File: src/rtl/nios_avalon_st_rr_arbiter.sv
// nios_avalon_st_rr_arbiter: round-robin packet arbiter sharing one Avalon-ST FIFO among NUM_IN sources
//
// Ports:
//   clk, reset_n           clock, asynchronous active-low reset
//   in_valid/in_data/      per-source Avalon-ST sink side; source i data is
//   in_sop/in_eop/in_ready in_data[i*DATA_WIDTH +: DATA_WIDTH]
//   out_valid/out_data/    muxed stream towards the FIFO write side
//   out_ready
//   fill_level             FIFO occupancy; no new grant at or above ALMOST_FULL
//   grant                  one-hot registered grant (zero when idle)
//   out_channel            encoded index of the granted source
//
// Build option: ST_ARB_PACKET_LOCK_EN
//   defined   - a grant is held until the eop beat transfers (packets never split)
//   undefined - the grant is released after every transferred beat, so beats interleave
module nios_avalon_st_rr_arbiter #(
  parameter int NUM_IN      = 4,
  parameter int DATA_WIDTH  = 42,
  parameter int CH_WIDTH    = 2,
  parameter int FILL_WIDTH  = 5,
  parameter int ALMOST_FULL = 14
) (
  input  logic                         clk,
  input  logic                         reset_n,
  input  logic [NUM_IN-1:0]            in_valid,
  input  logic [NUM_IN*DATA_WIDTH-1:0] in_data,
  input  logic [NUM_IN-1:0]            in_sop,
  input  logic [NUM_IN-1:0]            in_eop,
  output logic [NUM_IN-1:0]            in_ready,
  output logic                         out_valid,
  output logic [DATA_WIDTH-1:0]        out_data,
  input  logic                         out_ready,
  input  logic [FILL_WIDTH-1:0]        fill_level,
  output logic [NUM_IN-1:0]            grant,
  output logic [CH_WIDTH-1:0]          out_channel
);
  typedef enum logic {IDLE, BUSY} state_t;
  state_t                state_q, state_d;
  logic [NUM_IN-1:0]     grant_q, grant_d;
  logic [CH_WIDTH-1:0]   chan_q, chan_d, last_q, last_d, pick;
  logic                  found, xfer, done;
  logic                  sop_unused;
  // Packet boundaries come from eop only; sop carries no arbitration meaning.
  assign sop_unused = ^in_sop;
  // Round-robin search starting just after the last source served.
  always_comb begin
    pick  = '0;
    found = 1'b0;
    for (int k = 1; k <= NUM_IN; k++)
      for (int i = 0; i < NUM_IN; i++)
        if (!found && in_valid[i] && i == (int'(last_q) + k) % NUM_IN) begin
          found = 1'b1;
          pick  = CH_WIDTH'(i);
        end
  end
  always_comb begin
    out_data = '0;
    for (int i = 0; i < NUM_IN; i++)
      if (grant_q[i]) out_data = in_data[i*DATA_WIDTH +: DATA_WIDTH];
  end
  assign out_valid   = |(grant_q & in_valid);
  assign in_ready    = grant_q & {NUM_IN{out_ready}};
  assign grant       = grant_q;
  assign out_channel = chan_q;
  assign xfer        = out_valid && out_ready;
`ifdef ST_ARB_PACKET_LOCK_EN
  assign done = xfer && |(grant_q & in_eop);
`else
  assign done = xfer;
`endif
  always_comb begin
    state_d = state_q;
    grant_d = grant_q;
    chan_d  = chan_q;
    last_d  = last_q;
    if (state_q == IDLE && found && fill_level < FILL_WIDTH'(ALMOST_FULL)) begin
      state_d = BUSY;
      grant_d = NUM_IN'(1) << pick;
      chan_d  = pick;
    end else if (state_q == BUSY && done) begin
      state_d = IDLE;
      grant_d = '0;
      last_d  = chan_q;
    end
  end
  always_ff @(posedge clk or negedge reset_n) begin
    if (!reset_n) begin
      state_q <= IDLE;
      grant_q <= '0;
      chan_q  <= '0;
      last_q  <= CH_WIDTH'(NUM_IN - 1);
    end else begin
      state_q <= state_d;
      grant_q <= grant_d;
      chan_q  <= chan_d;
      last_q  <= last_d;
    end
  end
endmodule

File: config.mk
export PLATFORM = sky130hd
export DESIGN_NAME = nios_avalon_st_rr_arbiter
export DESIGN_NICKNAME = d
export VERILOG_FILES = /design/src/rtl/nios_avalon_st_rr_arbiter.sv
export SDC_FILE = /design/constraint.sdc
export NUM_CORES = 1
export LEC_CHECK = 0
export ABC_AREA = 1
export CORE_MARGIN = 5
export CORE_UTILIZATION = 28
export CTS_BUF_LIST = sky130_fd_sc_hd__clkbuf_8
export DETAILED_ROUTE_END_ITERATION = 10
export GPL_TIMING_DRIVEN = 0
export PLACE_DENSITY_LB_ADDON = 0.3
export SKIP_LAST_GASP = 1
export SYNTH_ARGS = -nofsm -noshare
export SYNTH_HDL_FRONTEND = slang
export SYNTH_SLANG_ARGS = --single-unit
File: constraint.sdc
create_clock -name clk -period 2.6 [get_ports clk]
set_clock_uncertainty 0.2 [all_clocks]
set_input_delay 0.52 -clock clk [delete_from_list [all_inputs] [get_ports clk]]
set_output_delay 0.52 -clock clk [all_outputs]
set_load 0.05 [all_outputs]
==> impl_metrics.json <==
{
  "status": "finished, final reports clean",
  "cts_buffers": 3,
  "die_h_um": 95.90,
  "cts.path.max_buffers": 2,
  "synth_common_cells": "189 x nand2_1, 82 x a21oi_1, 55 x nor2_1, 26 x clkbuf_1, 23 x inv_1",
  "yosys.area.top_type": "nand2_1",
  "endpoint_kind": "output port",
  "yosysWarnings": 0,
  "fin_crit_sh_pct": 96.26,
  "die_area_um2": 9196,
  "coreArea_um2": 7214,
  "min_period_ns": 2.503,
  "clkLatencyLatePin_ns": 0.24,
  "synth_top_area_share_pct": 34.34,
  "drv_slew": 0,
  "cp_max_fo": 11,
  "total_power_uw": 613.7,
  "synth-seq-cells": 9,
  "gp_congestion": 0.8578,
  "required_ns": 1.88,
  "holdWs_ns": 0.3171,
  "start_util_pct": 28.63,
  "drt_iter0_drc": 93,
  "rsz0062_at_grt": "true",
  "pwr_density_cell_nw_per_um2": 124.6,
  "cts_root_buf": "clkbuf_8",
  "grt_pass1_vias": 3676,
  "synth_edf_count": 0,
  "syn-cell-area_um2": 2066,
  "track_usage_pct": 24.32,
  "area_growth_syn_to_layout_pct": 138.4,
  "ys.flop_type": "dfrtp_1",
  "vias_per_cell": 4.920,
  "seq_area_frac_synth_pct": 11.02,
  "fp.dieW_um": 95.90,
  "cts_tree": "done",
  "n_antenna_cell": 0,
  "drv_cap": 0,
  "cts_hold_buf": 0,
  "cts.clk_slew.worst_paths_ns": 0.05,
  "crit_path_start_kind": "flip-flop",
  "hpwl_um": 10220,
  "wl_per_cell_um": 15.81,
  "p_leak_uw": 0.002125,
  "arrival_ns": 1.78,
  "firstDrtPassIters": 4,
  "seq_area_um2": 231.5,
  "syn_area_per_cell_um2": 4.749,
  "via_count": 3774,
  "ant_nets": 0,
  "rows": 31,
  "netlist_top_cells_area": "nand2_1 34%, a21oi_1 20%, nor2_1 10%",
  "dpl-instance-area_um2": 4951,
  "hold_viol": 0,
  "antenna_found_initial": 0,
  "synth_cell_type_count": 29,
  "syn_inst": 435,
  "synth_most_common_cell": "nand2_1",
  "tns_ns": 0,
  "nNetsFinal": 857,
  "portBuffers": 230,
  "grt_max_degree": 12,
  "ys_async_sr_fraction_pct": 100.0,
  "final_util_pct": 68.26,
  "worst_slew_margin_rel_pct": 64.80,
  "htreeDepth": 1,
  "grt_overflow": 0,
  "synth_fp_nets": 623,
  "clkSinkCount": 9,
  "nFillCells": 650,
  "ir_worst_vdd_mv": 0.3656,
  "final_cell_area_um2": 4925,
  "setup_viol": 0,
  "tightestPinTransition_ns": 0.5263,
  "max_freq_mhz": 399.6,
  "wl_um": 12130,
  "drive_above_1_share_pct": 20.06,
  "grt_pass1_wl_um": 17900,
  "drc": 0,
  "hold_path.class": "flip-flop to flip-flop",
  "ios": 241,
  "multi_input_area_um2": 2091,
  "reg2reg_slack_ns": 0.31,
  "criticalPathCategory": "flip-flop to output port"
}
## worst max-delay path, stage by stage (launching register included)
cell and delay, ns:
dfrtp_2 0.50, nor2_4 0.21, clkbuf_4 0.24, nand2_1 0.06, nand2_1 0.05, nand2_1 0.08, a21oi_4 0.12, buf_2 0.28
## state kept, by name, indices dropped and copies added (netlist names)
signal and flops:
grant 4, last_q 2, out_channel 2, state_q 1
## cells by family after synthesis
kind of cell           synth area share [%]
AND/OR/NAND/NOR                       55.18
AO/OA/AOI/OAI                         23.44
buffers and inverters                 10.36
flip-flops                            11.02
## placed cells by master (no fill, tap or decap), types with 2 or more instances in the layout
| cell | netlist | final |
|---|---|---|
| clkbuf_4 | 0 | 38 |
| clkdlybuf4s50_1 | 0 | 182 |
| clkbuf_8 | 0 | 3 |
| nand4_1 | 4 | 4 |
| a21oi_4 | 0 | 40 |
| inv_2 | 1 | 2 |
| o21ai_1 | 3 | 3 |
| inv_1 | 23 | 22 |
| dfrtp_2 | 0 | 3 |
| clkbuf_1 | 26 | 3 |
| dfstp_2 | 2 | 2 |
| o21ai_0 | 2 | 2 |
| nand2_1 | 189 | 189 |
| nor2_1 | 55 | 54 |
| dlygate4sd2_1 | 0 | 5 |
| a21oi_1 | 82 | 41 |
| a221oi_1 | 2 | 2 |
| nand4_2 | 3 | 3 |
| clkbuf_2 | 0 | 18 |
| nand3_1 | 17 | 17 |
| buf_2 | 1 | 3 |
| buf_4 | 1 | 8 |
| dfrtp_1 | 7 | 4 |
| clkinv_2 | 0 | 2 |
| nand2_2 | 2 | 2 |
| nor3_1 | 3 | 3 |
| nor2_4 | 1 | 2 |
## where the power goes
part           switching (uW)  leakage, uW  internal [uW]  total [uW]
registers                   0     0.000103            140         140
logic                    66.1      0.00200            240         306
clock network            61.8    0.0000255            105         167
total                     128      0.00212            486         614
## worst paths after layout
kind                            depth (start not counted)                       start                          to
worst max-delay path                                    7        grant[1]$_DFFE_PN0P_                 out_data[4]
max in group asynchronous                               1                     reset_n       last_q[1]$_DFFE_PN1P_
min in group asynchronous                               1                     reset_n  out_channel[0]$_DFFE_PN0P_
worst max register to register                         13       last_q[0]$_DFFE_PN1P_        grant[1]$_DFFE_PN0P_
worst min register to register                          2  out_channel[1]$_DFFE_PN0P_       last_q[1]$_DFFE_PN1P_
worst min-delay path                                    2  out_channel[1]$_DFFE_PN0P_       last_q[1]$_DFFE_PN1P_
## cell type report
type	count	share of cell area, %
inverters	27	2.134
well taps	99	2.515
flip-flops and latches	9	4.700
clock inverters	1	0.1016
plain buffers	25	2.718
repair buffers	232	44.54
multi-input cells	371	42.45
clock buffers	3	0.8384
## repair_timing
item / in CTS / in global routing
buffers inserted: 0 / 2
endpoints found under the setup margin: 47 / 43
pin swaps: 0 / 1
gates resized for setup: 239 / 52
gates cloned: 0 / 0
## stage by stage
stage,worst slack [ns],cells
final,0.09734,767
after global routing,-0.01333,767
after CTS,-0.08448,765
after detailed placement,-0.9243,764
after global placement,-0.9136,764
after floorplan,-0.05959,435
## metal layers
metal	up-vias	wire, um	track usage, %	share of wire (%)
met5	-	0	0	0
met4	0	372	6.872	3.1
met3	26	1345	7.975	11
li1	1857	-	-	-
met2	182	6037	44.99	50
met1	1709	4372	26.22	36
No activity file was read; power rests on OpenSTA's default activity.
